$ cat config.mk
export PLATFORM = sky130hd
export DESIGN_NAME = pic_control_logic
export DESIGN_NICKNAME = d
export VERILOG_FILES = /design/src/rtl/pic_control_logic.sv
export SDC_FILE = /design/constraint.sdc
export NUM_CORES = 1
export LEC_CHECK = 0
export ABC_AREA = 0
export BUFFER_PORTS_ARGS = -buffer_cell sky130_fd_sc_hd__buf_2
export CORE_MARGIN = 1
export CORE_UTILIZATION = 45
export DETAILED_ROUTE_END_ITERATION = 16
export GPL_TIMING_DRIVEN = 0
export PLACE_DENSITY = 0.69
export SLEW_MARGIN = 25
export SYNTH_ARGS = -nofsm -noshare
export SYNTH_HDL_FRONTEND = slang
export SYNTH_SLANG_ARGS = --single-unit
$ cat constraint.sdc
create_clock -name clk -period 1.9 [get_ports clk]
set_clock_uncertainty 0.05 [all_clocks]
set_input_delay 0.095 -clock clk [delete_from_list [all_inputs] [get_ports clk]]
set_output_delay 0.095 -clock clk [all_outputs]
set_load 0.05 [all_outputs]
$ cat src/rtl/pic_control_logic.sv
// Control stage of an 8259-style PIC: ICW/OCW write decode, init sequencing,
// two-pulse INTA handshake, INT generation and vector/status readback.
module pic_control_logic #(
  parameter logic [7:0] VEC_RESET = 8'h00
) (
  input  logic       clk,
  input  logic       rst_n,
  input  logic       cs_n,
  input  logic       wr_n,
  input  logic       rd_n,
  input  logic       a0,
  input  logic [7:0] din,
  input  logic       inta_n,
  input  logic       int_req,
  input  logic [2:0] isr_id,
  output logic [7:0] dout,
  output logic       dout_en,
  output logic       int_out,
  output logic [7:0] mask,
  output logic       level_or_edge_flag,
  output logic       aeoi,
  output logic       eoi,
  output logic       rotate,
  output logic [1:0] intAcounter
);

  localparam int unsigned VEC_W = 5;
  localparam int unsigned CNT_W = 2;

  localparam logic [CNT_W-1:0] CNT_IDLE = 2'b00;
  localparam logic [CNT_W-1:0] CNT_ONE  = 2'b01;
  localparam logic [CNT_W-1:0] CNT_TWO  = 2'b10;

  typedef enum logic [2:0] {
    WAIT_ICW1,
    WAIT_ICW2,
    WAIT_ICW3,
    WAIT_ICW4,
    READY
  } state_t;

  state_t             state_q, state_d;
  logic               wr_n_q, rd_n_q, inta_n_q;
  logic               sngl_q, sngl_d;
  logic               ic4_q, ic4_d;
  logic [VEC_W-1:0]   vec_q, vec_d;
  logic [7:0]         mask_q, mask_d;
  logic               ltim_q, ltim_d;
  logic               aeoi_q, aeoi_d;
  logic               eoi_q, eoi_d;
  logic               rotate_q, rotate_d;
  logic               int_q, int_d;
  logic [CNT_W-1:0]   cnt_q, cnt_d;
  logic [7:0]         dout_q, dout_d;
  logic               dout_en_q, dout_en_d;

  logic wr_fall_c, inta_fall_c, inta_rise_c, read_c, ready_c;

  assign wr_fall_c   = wr_n_q & ~wr_n & ~cs_n;
  assign inta_fall_c = inta_n_q & ~inta_n;
  assign inta_rise_c = ~inta_n_q & inta_n;
  assign read_c      = ~cs_n & ~rd_n & ~rd_n_q;
  assign ready_c     = (state_q == READY);

  // Strobe sampling for edge detection
  always_ff @(posedge clk or negedge rst_n) begin
    if (!rst_n) begin
      wr_n_q   <= 1'b1;
      rd_n_q   <= 1'b1;
      inta_n_q <= 1'b1;
    end else begin
      wr_n_q   <= wr_n;
      rd_n_q   <= rd_n;
      inta_n_q <= inta_n;
    end
  end

  // State and control register bank
  always_ff @(posedge clk or negedge rst_n) begin
    if (!rst_n) begin
      state_q   <= WAIT_ICW1;
      sngl_q    <= 1'b0;
      ic4_q     <= 1'b0;
      vec_q     <= VEC_RESET[7:3];
      mask_q    <= 8'hFF;
      ltim_q    <= 1'b0;
      aeoi_q    <= 1'b0;
      eoi_q     <= 1'b0;
      rotate_q  <= 1'b0;
      int_q     <= 1'b0;
      cnt_q     <= CNT_IDLE;
      dout_q    <= 8'h00;
      dout_en_q <= 1'b0;
    end else begin
      state_q   <= state_d;
      sngl_q    <= sngl_d;
      ic4_q     <= ic4_d;
      vec_q     <= vec_d;
      mask_q    <= mask_d;
      ltim_q    <= ltim_d;
      aeoi_q    <= aeoi_d;
      eoi_q     <= eoi_d;
      rotate_q  <= rotate_d;
      int_q     <= int_d;
      cnt_q     <= cnt_d;
      dout_q    <= dout_d;
      dout_en_q <= dout_en_d;
    end
  end

  // Next-state: INTA handshake, INT, data bus, then write decode (ICW1 overrides)
  always_comb begin
    state_d   = state_q;
    sngl_d    = sngl_q;
    ic4_d     = ic4_q;
    vec_d     = vec_q;
    mask_d    = mask_q;
    ltim_d    = ltim_q;
    aeoi_d    = aeoi_q;
    eoi_d     = 1'b0;
    rotate_d  = rotate_q;
    int_d     = int_q;
    cnt_d     = cnt_q;
    dout_d    = dout_q;
    dout_en_d = 1'b0;

    if (ready_c) begin
      case (cnt_q)
        CNT_IDLE: if (inta_fall_c) cnt_d = CNT_ONE;
        CNT_ONE:  if (inta_fall_c) cnt_d = CNT_TWO;
        CNT_TWO:  if (inta_rise_c) cnt_d = CNT_IDLE;
        default:  cnt_d = CNT_IDLE;
      endcase
    end

    // INT is only managed between INTA sequences
    if (cnt_q == CNT_IDLE) begin
      if (ready_c && inta_fall_c) begin
        int_d = 1'b0;
      end else if (!int_req) begin
        int_d = 1'b0;
      end else if (ready_c) begin
        int_d = 1'b1;
      end
    end

    // Vector phase has priority over CPU reads
    if (cnt_q == CNT_TWO && !inta_n) begin
      dout_d    = {vec_q, isr_id};
      dout_en_d = 1'b1;
    end else if (read_c && cnt_q == CNT_IDLE && inta_n) begin
      dout_d    = a0 ? mask_q : {4'b0000, int_req, isr_id};
      dout_en_d = 1'b1;
    end

    if (wr_fall_c) begin
      if (!a0 && din[4]) begin
        ltim_d   = din[3];
        sngl_d   = din[1];
        ic4_d    = din[0];
        mask_d   = 8'h00;
        aeoi_d   = 1'b0;
        rotate_d = 1'b0;
        int_d    = 1'b0;
        cnt_d    = CNT_IDLE;
        state_d  = WAIT_ICW2;
      end else begin
        case (state_q)
          WAIT_ICW2: if (a0) begin
            vec_d = din[7:3];
            if (!sngl_q)     state_d = WAIT_ICW3;
            else if (ic4_q)  state_d = WAIT_ICW4;
            else             state_d = READY;
          end
          WAIT_ICW3: if (a0) begin
            state_d = ic4_q ? WAIT_ICW4 : READY;
          end
          WAIT_ICW4: if (a0) begin
            aeoi_d  = din[1];
            state_d = READY;
          end
          READY: begin
            if (a0) begin
              mask_d = din;
            end else if (din[4:3] == 2'b00) begin
              case (din[7:5])
                3'b001: eoi_d = 1'b1;
                3'b101: begin
                  eoi_d    = 1'b1;
                  rotate_d = 1'b1;
                end
                3'b100: rotate_d = 1'b1;
                3'b000: rotate_d = 1'b0;
                default: ;
              endcase
            end
          end
          default: ;
        endcase
      end
    end
  end

  assign dout               = dout_q;
  assign dout_en            = dout_en_q;
  assign int_out            = int_q;
  assign mask               = mask_q;
  assign level_or_edge_flag = ltim_q;
  assign aeoi               = aeoi_q;
  assign eoi                = eoi_q;
  assign rotate             = rotate_q;
  assign intAcounter        = cnt_q;

endmodule

==> flow_results.org <==
** Finish
- Filler cells :: 358
- Share of layout cells above drive strength 1 :: 33.5%
- Diodes inserted :: 0
- Sequential cell area :: 940 sq um
- Non-filler instance count after layout :: 281
- After the last flow step, the layout net total stands at 251.
- Layout overhead on the synthesized area :: 24.2%
- Summing all multi-input logic gate instances after layout gives 778 sq um.

** Clock tree
- Clock buffer count from CTS :: 5
- Maximum level of the CTS H-tree :: 2
- CTS tree :: built
- Library cell used as clock root buffer :: sky130_fd_sc_hd__clkbuf_8
- Clock network latency to the later pin of the worst-skew pair :: 0.30 ns
- The longest clock path from root to sink contains 2 buffers.
- After clock tree synthesis, the clock-pin slew on the worst setup and hold paths is 0.08 ns.
- # clock sinks :: 37

** STA
- Setup repair after global routing could not meet its margin everywhere.
- Final-report setup violation count :: 0
- Number of pins exceeding their max-slew limit in the final report :: 0
- Setup total negative slack on the finished layout was measured at 0 ns.
- Counting I/O delays and the setup requirement, the final critical path takes 1.89 ns.
- The final count of hold timing violations is 0.
- Post-layout worst setup margin :: 0.00652 ns
- Measured against its own limit, the worst slew margin works out to 46.3%.
- Fin crit share :: 99.7%
- At the pin with the least slew margin, the transition time is 0.806 ns.
- Maximum clock frequency :: 0.528 GHz

** Synthesis
- EDFF count, synth :: 0
- Count of yosys warnings during synthesis :: 0
- Nets in the synthesized netlist :: 196
- Counting flops with an async set or reset pin after synthesis yields a share of 100%.
- Summing the areas of all and, or, nand and nor instances in the mapped netlist gives 22.5% of the synthesized area.
- Largest cells by area after synthesis :: sky130_fd_sc_hd__dfrtp_1 37%, sky130_fd_sc_hd__dfstp_2 16%, sky130_fd_sc_hd__nand3_1 5.9%
- The biggest area contributor in the post-synthesis netlist is sky130_fd_sc_hd__dfrtp_1.
- Leading cell types by count after synthesis :: 26 x sky130_fd_sc_hd__dfrtp_1, 21 x sky130_fd_sc_hd__nand3_1, 19 x sky130_fd_sc_hd__nand2_1, 13 x sky130_fd_sc_hd__nor2_1, 11 x sky130_fd_sc_hd__dfstp_2
- In this run, distinct cell masters in the synthesized netlist total 39.
- Register bit count reported by yosys :: 37
- Among all cell types in the netlist, the one instantiated most often is sky130_fd_sc_hd__dfrtp_1.
- Top cell type's share of synthesized area :: 36.7%
- In this run the cell area of the synthesized design comes to 0.00177 sq mm.
- Average cell area after synthesis :: 10.0 sq um
- Main combinational cell family by area after synthesis :: simple AND/OR/NAND/NOR gates
- Post-synthesis share of cell area spent on full adders, half adders and majority gates :: 0%
- For this run, the leading register cell type out of synthesis is sky130_fd_sc_hd__dfrtp_1.
- Synth Instances :: 177
- Compound-Gate Fraction of Synth Area :: 15.2%
- The portion of synthesized area spent on multiplexers is 5.65%.
- Fraction of synthesized cell area in xor and xnor cells :: 0%
- Register area share after synthesis :: 53.0%

** Floorplanning
- The die covers 0.00419 sq mm.
- For this configuration, the core starts out at a cell density of 47.7%.
- The die is 64.7 um tall.
- I/O pin cnt :: 43
- Number of placement rows :: 22
- Width of the die :: 64.7 um
- The region available for standard cell placement spans 0.00372 sq mm.

** Power and ir drop
- Power comes to 2340 uW.
- Static leakage :: 0.000992 uW
- In this run the power density over the cells is 1070 mW/mm^2.
- Across the VDD grid, the largest voltage drop is 620 uV.

** Global routing
- Pin count of the biggest net entering global routing :: 38
- Initial antenna violation count :: 0
- The via count of the first global-routing pass came to 1518.
- The total overflow left after global routing is 0.
- In the global route stage, overall resource usage came out at 23.3%.
- First-pass GRT wire length :: 7370 um

** Critical path
- Counting both buffers and inverters, the worst setup path holds a total of 1.
- Type of destination of the critical path :: register
- Data arrival time at the worst-slack endpoint :: 2.04 ns
- Reg-to-reg startpoint :: wr_n_q
- The worst setup path is launched from a register.
- CP Class :: reg -> reg
- Walking the worst path, the cells encountered are or3b_1 > clkbuf_1 > nor3_1 > a21oi_1 > nor3_1.
- By instance count, the cell type seen most on the critical path is sky130_fd_sc_hd__nor3_1.
- Broken down by cell family, the worst path's largest delay share belongs to simple AND/OR/NAND/NOR gates.
- Cell with the largest stage delay on the worst path :: sky130_fd_sc_hd__dfstp_2
- CP Data Required Time :: 2.05 ns
- Of all nets on the critical path, the largest fanout is 5.
- In this design, the stage delay of the slowest critical-path cell is 0.53 ns.
- Source of the critical timing path :: wr_n_q

** Placement
- Count of input and output buffers :: 41
- The number of placed instances, taps included, is 266.
- Routability-driven placement finished with a final weighted congestion of 0.809.
- Summed over all nets, the half-perimeter wirelength after detailed placement is 2870 um.
- OpenSTA, run right after detailed placement, puts the worst setup slack at -0.00419 ns.

** Detailed routing
- Final routed DRC violation total :: 0
- After detailed routing, the number of vias per cell comes to 5.61.
- After detailed routing, the average wire length per cell comes to 15.7 um.
- Once detail routing completed, the nets flagged for antenna violations numbered 0.
- Number of design-rule violations left by the first detailed-router iteration :: 131
- Routed wire length :: 4420 um
- The routed layout has 1577 vias.
- Detailed-routing iteration count for the pre-antenna-repair pass :: 4

** Worst hold path
- Critical hold path startpoint :: din[0]
- Tightest Hold Check Type :: in -> reg

** Outcome
- Result of the run :: finished, final reports clean

** Job
- The tool flagged a number of max-cap violations equal to 0.
## per-stage QoR
stage	instance area [sq um]	util (%)	hold WS, ns
after detailed placement	2040	54.8	0.168
after CTS	2180	58.8	0.00503
after global placement	2040	54.8	0.170
final	2200	59.2	0.00163
after global routing	2200	59.2	0.00921
after floorplan	1770	-	-0.251
## logic make-up (layout without fill, tap and decap cells)
logic type | count (synthesis) | count (layout)
muxes | 9 | 9
buffers and inverters | 14 | 70
DFF | 37 | 37
and+or+nand+nor | 77 | 77
AOI/OAI and AO/OA | 40 | 40
## state kept, by name, indices dropped and copies added (netlist names)
name	count
inta_n_q	1
state_q	3
intAcounter	2
aeoi	1
ic4_q	1
int_out	1
wr_n_q	1
dout	8
sngl_q	1
dout_en	1
rotate	1
vec_q	5
level_or_edge_flag	1
eoi	1
rd_n_q	1
mask	8
## worst min-delay path: cells and delay by family
family | cells | cell delay, ns
AND/OR/NAND/NOR | 1 | 0.05
buffers and inverters | 1 | 0.09
AO/OA/AOI/OAI | 1 | 0.08
## repair_timing
item | CTS | global route
buffers inserted | 0 | 2
pin swaps | 0 | 1
hold buffers | 6 | 0
gates cloned | 0 | 0
setup endpoints to repair | 2 | 16
resized for setup | 1 | 1
endpoints found under the hold margin | 31 | 0
## layer usage
metal	track usage (%)	routed length [um]
met1	33.3	2080
met2	34.1	2040
met3	5.11	240
met4	8.89	61
met5	0	0
## layout by cell type, fill, tap and decap left out, types with 3 or more instances in the layout
| cell type | instances |
|---|---|
| sky130_fd_sc_hd__o21ai_0 | 9 |
| sky130_fd_sc_hd__buf_4 | 3 |
| sky130_fd_sc_hd__nand3_1 | 21 |
| sky130_fd_sc_hd__clkbuf_8 | 5 |
| sky130_fd_sc_hd__buf_2 | 41 |
| sky130_fd_sc_hd__o22ai_1 | 4 |
| sky130_fd_sc_hd__mux2_2 | 8 |
| sky130_fd_sc_hd__a31oi_1 | 3 |
| sky130_fd_sc_hd__a21oi_1 | 7 |
| sky130_fd_sc_hd__nor2_1 | 13 |
| sky130_fd_sc_hd__a32oi_1 | 7 |
| sky130_fd_sc_hd__dlygate4sd3_1 | 6 |
| sky130_fd_sc_hd__dfstp_2 | 11 |
| sky130_fd_sc_hd__nor2b_1 | 3 |
| sky130_fd_sc_hd__inv_1 | 4 |
| sky130_fd_sc_hd__clkbuf_1 | 7 |
| sky130_fd_sc_hd__nand2_1 | 19 |
| sky130_fd_sc_hd__nor3_1 | 4 |
| sky130_fd_sc_hd__dfrtp_1 | 26 |
## power breakdown
group | internal [uW] | switching (uW) | total (uW)
combinational | 231 | 508 | 739
sequential | 956 | 109 | 1060
clock | 254 | 286 | 540
## final timing paths
check	to	slack, ns	cells after the start
setup / recovery	state_q[2]	0.007	5
hold / removal	mask[0]	0.002	3
setup reg to reg	state_q[2]	0.007	5
hold reg to reg	dout[4]	0.44	2
max in group asynchronous	intAcounter[1]	0.92	2
min in group asynchronous	state_q[0]	0.37	2
## final cells by class
class | count | share of cell area, %
flip-flops and latches | 37 | 42.7
multi-input cells | 126 | 35.4
repair buffers | 49 | 12.7
clock buffers | 6 | 3.30
well taps | 48 | 2.73
plain buffers | 9 | 2.05
inverters | 4 | 0.682
clock inverters | 2 | 0.455
Note: power is estimated with default switching activity, not from simulation.
